==> src/rtl/gates_bist.sv <==
// gates_bist: built-in self test for a 2-input gate block (OR/AND/XOR/XNOR/NAND/NOR/SUM).
// Sweeps the four input vectors 00,01,10,11, waits SETTLE cycles per vector,
// then compares the 7-bit result against the known truth table.
// Ports:
//   clk, rst       clock and asynchronous active-high reset
//   start          launch a sweep (sampled only while idle)
//   a_out, b_out   registered drive to the gate block inputs (a_out = vector MSB)
//   y_in           gate block results [0]OR [1]AND [2]XOR [3]XNOR [4]NAND [5]NOR [6]SUM
//   busy           high whenever a sweep is in progress
//   done           one-cycle pulse when a sweep completes
//   pass           last completed sweep had no mismatches
//   fail_mask      bit i set when vector i mismatched in the last sweep
//   err_count      number of mismatched vectors in the last sweep
module gates_bist #(
    parameter int SETTLE = 2
) (
    input  logic       clk,
    input  logic       rst,
    input  logic       start,
    input  logic [6:0] y_in,
    output logic       a_out,
    output logic       b_out,
    output logic       busy,
    output logic       done,
    output logic       pass,
    output logic [3:0] fail_mask,
    output logic [2:0] err_count
);
    typedef enum logic [2:0] {IDLE, DRIVE, WAIT, CHECK, DONE} state_t;

    localparam logic [3:0] LOAD = 4'(SETTLE);

    state_t     state;
    logic [1:0] idx;
    logic [3:0] cnt;
    logic [6:0] expv;
    logic       mism;

    always_comb expv = idx == 2'd0 ? 7'h38 : idx == 2'd3 ? 7'h0B : 7'h55;
    // Case inequality so that X/Z on any result bit is reported as a mismatch.
    always_comb mism = (y_in !== expv);

    always_ff @(posedge clk or posedge rst) begin
        if (rst) begin
            state     <= IDLE;
            idx       <= 2'd0;
            cnt       <= 4'd0;
            a_out     <= 1'b0;
            b_out     <= 1'b0;
            busy      <= 1'b0;
            done      <= 1'b0;
            pass      <= 1'b0;
            fail_mask <= 4'd0;
            err_count <= 3'd0;
        end else begin
            case (state)
                IDLE: if (start) begin
                    state          <= DRIVE;
                    busy           <= 1'b1;
                    idx            <= 2'd0;
                    {a_out, b_out} <= 2'b00;
                    pass           <= 1'b0;
                    fail_mask      <= 4'd0;
                    err_count      <= 3'd0;
                end
                DRIVE: begin
                    cnt   <= LOAD;
                    state <= WAIT;
                end
                WAIT: begin
                    cnt   <= cnt - 4'd1;
                    state <= cnt == 4'd1 ? CHECK : WAIT;
                end
                CHECK: begin
                    if (mism) begin
                        fail_mask[idx] <= 1'b1;
                        err_count      <= err_count + 3'(err_count != 3'd4);
                    end
                    if (idx == 2'd3) begin
                        state <= DONE;
                        done  <= 1'b1;
                        // Include this final vector's result, not yet visible in err_count.
                        pass  <= (err_count == 3'd0) && !mism;
                    end else begin
                        idx            <= idx + 2'd1;
                        {a_out, b_out} <= idx + 2'd1;
                        state          <= DRIVE;
                    end
                end
                DONE: begin
                    done  <= 1'b0;
                    busy  <= 1'b0;
                    state <= IDLE;
                end
                default: state <= IDLE;
            endcase
        end
    end
endmodule

==> config.mk <==
export PLATFORM = sky130hd
export DESIGN_NAME = gates_bist
export DESIGN_NICKNAME = d
export VERILOG_FILES = /design/src/rtl/gates_bist.sv
export SDC_FILE = /design/constraint.sdc
export NUM_CORES = 1
export LEC_CHECK = 0
export CORE_ASPECT_RATIO = 0.7
export CORE_MARGIN = 10
export CORE_UTILIZATION = 28
export DETAILED_ROUTE_END_ITERATION = 10
export SETUP_SLACK_MARGIN = 0.15
export SYNTH_ARGS = -nofsm -noshare
export SYNTH_HDL_FRONTEND = slang
export SYNTH_SLANG_ARGS = --single-unit
==> constraint.sdc <==
create_clock -name clk -period 5.8 [get_ports clk]
set_input_delay 1.16 -clock clk [delete_from_list [all_inputs] [get_ports clk]]
set_output_delay 1.16 -clock clk [all_outputs]
set_load 0.02 [all_outputs]
==> results of run 1 <==
[Yosys cell counts (2+ instances only)]
| cell type | number | area [um2] |
|---|---|---|
| buf_2 | 2 | 10.0 |
| ha_1 | 9 | 113 |
| nand2_1 | 4 | 15.0 |
| nand3_1 | 2 | 10.0 |
| o211ai_1 | 2 | 15.0 |
| nor2b_1 | 2 | 12.5 |
| a22oi_1 | 2 | 15.0 |
| nor4b_1 | 3 | 26.3 |
| and3b_1 | 2 | 17.5 |
| dfrtp_1 | 19 | 475 |
| o21ai_0 | 8 | 40.0 |
| clkbuf_1 | 4 | 15.0 |
| inv_1 | 10 | 37.5 |
| a22o_1 | 2 | 17.5 |
| nor2_1 | 6 | 22.5 |
| xnor2_1 | 2 | 17.5 |
| a21oi_1 | 9 | 45.0 |
| nor3_1 | 3 | 15.0 |
| a32o_1 | 5 | 50.1 |
[stage by stage]
step / cell area (um2) / utilization (%) / power (uW)
final: 1380 / 37.9 / 644
after global routing: 1380 / 37.9 / 707
after CTS: 1380 / 37.9 / 651
after detailed placement: 1330 / 36.6 / 553
after global placement: 1330 / 36.6 / 542
after floorplan: 1080 / - / 442
[flip-flops by register name, indices dropped and copies added (netlist names)]
signal     count
pass           1
fail_mask      4
done           1
state          3
cnt            4
busy           1
idx            1
err_count      3
a_out          1
[worst reg2reg max path, delay by kind of cell, from the launching register on]
kind                       cells  cell delay [ns]
AOI/OAI and AO/OA              2             0.43
buffers and inverters          1             0.10
DFF                            1             0.45
and+or+nand+nor                2             0.67
adders and majority gates      1             0.36
[area by class of cell]
class	count	area, um2
Clock buffer	3	41.3
Clock inverter	1	7.51
Fill cell	356	2250
Inverter	10	37.5
Multi-Input combinational cell	75	541
Sequential cell	19	475
Tap cell	50	62.6
Timing Repair Buffer	21	210
[cell families after synthesis]
group           after synthesis
fa+ha+maj                     9
simple gates                 28
mux                           1
buf+inv                      16
xor+xnor                      3
flops                        19
compound gates               34
[how the worst max path moves through the flow]
stage,from,slack (ns),endpoint
6_report,start,3.21,err_count[1]
5_1_grt,y_in[2],3.11,err_count[1]
4_1_cts,start,3.21,err_count[1]
3_5_place_dp,start,2.94,err_count[1]
3_3_place_gp,start,2.99,idx[0]
2_1_floorplan,y_in[2],3.54,fail_mask[0]
[power groups by stage]
stage / clock network (uW) / logic [uW] / registers, uW
final: 95.8 / 308 / 240
after global routing: 106 / 350 / 250
after CTS: 98.7 / 312 / 241
after detailed placement: 0 / 309 / 243
after global placement: 0 / 301 / 241
after floorplan: 0 / 195 / 248
[per-layer routing]
layer | vias to the layer above | part of all wire (%)
li1 | 437 | -
met1 | 422 | 45
met2 | 17 | 49
met3 | 4 | 4.3
met4 | 0 | 1.6
met5 | - | 0
==> results.toml, run 1 <==
[status]
outcome = "complete, no violations"

[power]
combPwrFrac_pct = 47.8
p_int_uw = 373
power_frac_seq_pct = 37.3
power.switching_uw = 271
peakVddDrop_mv = 0.108
powerDensity_mw_per_mm2 = 468
swShare_pct = 42.1
clkPwrFrac_pct = 14.9
power.leakage_uw = 0.000580

[setup_path]
required_ns = 5.95
slowest_delay_ns = 0.59
reg2reg_setup_slack_ns = 3.69
worst-path-buf-inv = 1
cp-end-kind = "flop"
crit_chain = "clkdlybuf4s50_1, or4b_1, nand2_2, o31ai_1, a32o_1"
slowest_stage = "or4b_1"
critPathTopFamily = "simple AND/OR/NAND/NOR gates"
cp.depth = 5
r2r-start = "a_out"
critPathKind = "in -> reg"
arrival_ns = 2.74
reg2reg_depth = 6
worst-path-max-fanout = 6
startpoint_type = "primary input"
reg2reg_to = "err_count[1]"

[clock_network]
cts_buffers = 3
postCtsSetupBuffers = 0
cts_hold_buffers = 0
cts_max_path_buffers = 2
cts_tree = "done"
post_cts_resized = 0
clk_pin_slew_ns = 0.08
htreeDepth = 1
root_buffer = "clkbuf_8"
insertion_delay_ns = 0.26
cts.sinks = 19

[timing]
rsz0062_at_grt = "false"
holdWs_ns = 0.509
hold_viol_final = 0
setup_slack_ns = 3.21
maxSlewHeadroom_pct = 50.6
setup_tns_ns = 0
setup_violations = 0
skew_ns = 0.00377
tightest_slew_ns = 0.739
max_freq_mhz = 386
fin_crit_sh_pct = 44.6
slew_violations = 0
min_period_ns = 2.59

[floorplan]
start_util_pct = 29.7
dieArea_mm2 = 0.00677
rows = 18
coreArea_mm2 = 0.00363
die_x_um = 94.2
num_io_pins = 22
die_height_um = 71.9

[cells_and_area]
final_cells = 179
final_common_cell = "clkdlybuf4s50_1"
fin_nets = 149
drive_gt1_share_pct = 4.65
num_antenna_cells = 0
syn2layout_area_growth_pct = 27.5
layout_common_cells = "21 x clkdlybuf4s50_1, 19 x dfrtp_1, 10 x inv_1, 9 x a21oi_1, 9 x ha_1"

[synthesis]
muxShareOfSynthArea_pct = 1.04
yosys_most_used_dff = "dfrtp_1"
syn_nets = 129
synth_top_family_by_area = "compound AO/OA/AOI/OAI gates"
synth_seq_cells = 19
netlist_area_mm2 = 0.00108
yosysWarningCount = 0
synth_cells = 110
avgSynthCellArea_um2 = 9.80
synthSimpleGateAreaFrac_pct = 15.1
async_reset_ff_share_pct = 100
synth_fa_ha_area_share_pct = 10.4
synth.distinct_cells = 33
ys_seq_area_share_pct = 44.1
synth_xor_area_share_pct = 2.44
synth_compound_area_share_pct = 21.1
synth_edf_count = 0

[placement]
place_congestion = 0.840
post-place-cells = 175
post-place-ws_ns = 2.94
hpwl_um = 1930
io_buffer_count = 21

[grt]
grt_pass1_wl_um = 4460
grtUsageMet1_pct = 9.59
grt_busiest_layer = "met2"
grt_remaining_overflow = 0
grt_pass1_vias = 962
grt_use_total_pct = 8.09
antenna_found_initial = 0
grtUsageMet3_pct = 2.26
grt_max_degree = 20
grt_use_met2_pct = 13.5

[drt]
drtIter0Drc = 67
viasPerCell = 4.92
drt_pass1_iterations = 4
drt_wl_total_um = 2510
num_vias = 880
ant_nets = 0
drc = 0
wl_per_cell_um = 14.0

[hold_path]
whs_endpoint = "fail_mask[1]"
hold_depth = 1
hold_class = "reg -> reg"
hold_path_startpoint = "fail_mask[1]"

[run]
drv_cap = 0
Power figures use the tool's default switching activity.
==> inputs of run 2 (changes only) <==
Clock period 5.8 ns to 2.5 ns, I/O delays scaled along.
==> results.toml, run 2 (same netlist as run 1, synthesis figures left out) <==
[setup_path]
r2r-start = "a_out"
worst-path-buf-inv = 1
reg2reg_to = "err_count[1]"
slowest_stage = "dfrtp_1"
crit_chain = "inv_1, ha_1, nor4b_1, a31oi_1, or2_1, a32o_1"
arrival_ns = 2.30
critPathKind = "reg -> reg"
reg2reg_setup_slack_ns = 0.35
reg2reg_depth = 6
slowest_delay_ns = 0.44
cp-end-kind = "flop"
worst-path-max-fanout = 7
startpoint_type = "flop"
critPathTopFamily = "simple AND/OR/NAND/NOR gates"
required_ns = 2.64

[timing]
rsz0062_at_grt = "false"
max_freq_mhz = 464
skew_ns = 0.00623
min_period_ns = 2.15
fin_crit_sh_pct = 86.2
holdWs_ns = 0.512
maxSlewHeadroom_pct = 52.3
slew_violations = 0
tightest_slew_ns = 0.714
setup_tns_ns = 0
setup_violations = 0
hold_viol_final = 0

[power]
power.leakage_uw = 0.000580
power.switching_uw = 636
peakVddDrop_mv = 0.251
clkPwrFrac_pct = 14.6
combPwrFrac_pct = 47.9
power_frac_seq_pct = 37.5
swShare_pct = 42.3
powerDensity_mw_per_mm2 = 1090
p_int_uw = 866

[cells_and_area]
num_antenna_cells = 0
final_common_cell = "clkdlybuf4s50_1"
fin_nets = 149
layout_common_cells = "21 x clkdlybuf4s50_1, 19 x dfrtp_1, 10 x inv_1, 9 x a21oi_1, 9 x ha_1"
final_util_pct = 37.9
syn2layout_area_growth_pct = 27.5
drive_gt1_share_pct = 4.65
reg_top3 = "cnt (4), fail_mask (4)"
seqCellArea_um2 = 475
final_area_mm2 = 0.00138
multi_input_area_um2 = 541
num-fill-cells = 354

[floorplan]
coreArea_mm2 = 0.00363
die_height_um = 71.9
start_util_pct = 29.7
die_x_um = 94.2
rows = 18
dieArea_mm2 = 0.00677
num_io_pins = 22

[clock_network]
htreeDepth = 1
cts.sinks = 19
post_cts_resized = 0
root_buffer = "clkbuf_8"
cts_hold_buffers = 0
cts_tree = "done"
clk_pin_slew_ns = 0.08
insertion_delay_ns = 0.26
postCtsSetupBuffers = 0
cts_buffers = 3
cts_max_path_buffers = 2

[grt]
grt_use_total_pct = 7.96
grt_pass1_vias = 877
grt_remaining_overflow = 0
grt_pass1_wl_um = 4460
grt_max_degree = 20
antenna_found_initial = 0

[placement]
hpwl_um = 1950
placed_cell_area_mm2 = 0.00133
place_congestion = 0.840
io_buffer_count = 21

[drt]
drt_wl_total_um = 2540
wl_per_cell_um = 14.2
drtIter0Drc = 48
drt_pass1_iterations = 4
drc = 0
ant_nets = 0
num_vias = 902
viasPerCell = 5.04

[run]
drv_cap = 0

[hold_path]
hold_depth = 1
whs_endpoint = "fail_mask[1]"
hold_class = "reg -> reg"
hold_path_startpoint = "fail_mask[1]"

[status]
outcome = "complete, no violations"
[run 2: cell counts in the layout (fill, tap and decap cells not counted)]
Identical to the previous run, type by type.
[run 2: per-stage QoR]
stage / power [uW] / worst slack, ns / std cells
floorplan: 1030 / 0.450 / 110
global placement: 1260 / 0.346 / 175
detailed placement: 1290 / 0.301 / 175
CTS: 1510 / 0.354 / 179
global route: 1630 / 0.223 / 179
finish: 1500 / 0.345 / 179
[run 2: worst max path at each step]
| stage | from | to | slack (ns) | depth (start not counted) |
|---|---|---|---|---|
| final | a_out | err_count[1] | 0.35 | 6 |
| after global routing | a_out | err_count[1] | 0.22 | 6 |
| after CTS | a_out | err_count[1] | 0.35 | 6 |
| after detailed placement | start | err_count[1] | 0.30 | 5 |
| after global placement | start | idx[0] | 0.35 | 5 |
| after floorplan | a_out | fail_mask[0] | 0.45 | 7 |
[run 2: power by group through the flow]
stage          Clock, uW  Sequential [uW]  Combinational (uW)
2_1_floorplan          0              575                 451
3_3_place_gp           0              559                 699
3_5_place_dp           0              567                 722
4_1_cts              225              561                 727
5_1_grt              246              588                 797
6_report             219              563                 720
[run 2: layer usage]
layer  global-route usage [%]  routed length, um  up-vias
li1                         -                  -      436
met1                     10.0               1180      442
met5                        0                  0        -
met3                     2.16                 97        2
met4                     2.52                 29        0
met2                     12.9               1240       22
[run 2: layout make-up]
type	count	share of cell area, %
multi-input combinational	75	39.3
sequential	19	34.6
timing repair buffer	21	15.3
tap	50	4.55
clock buffer	3	3.00
inverter	10	2.73
clock inverter	1	0.546
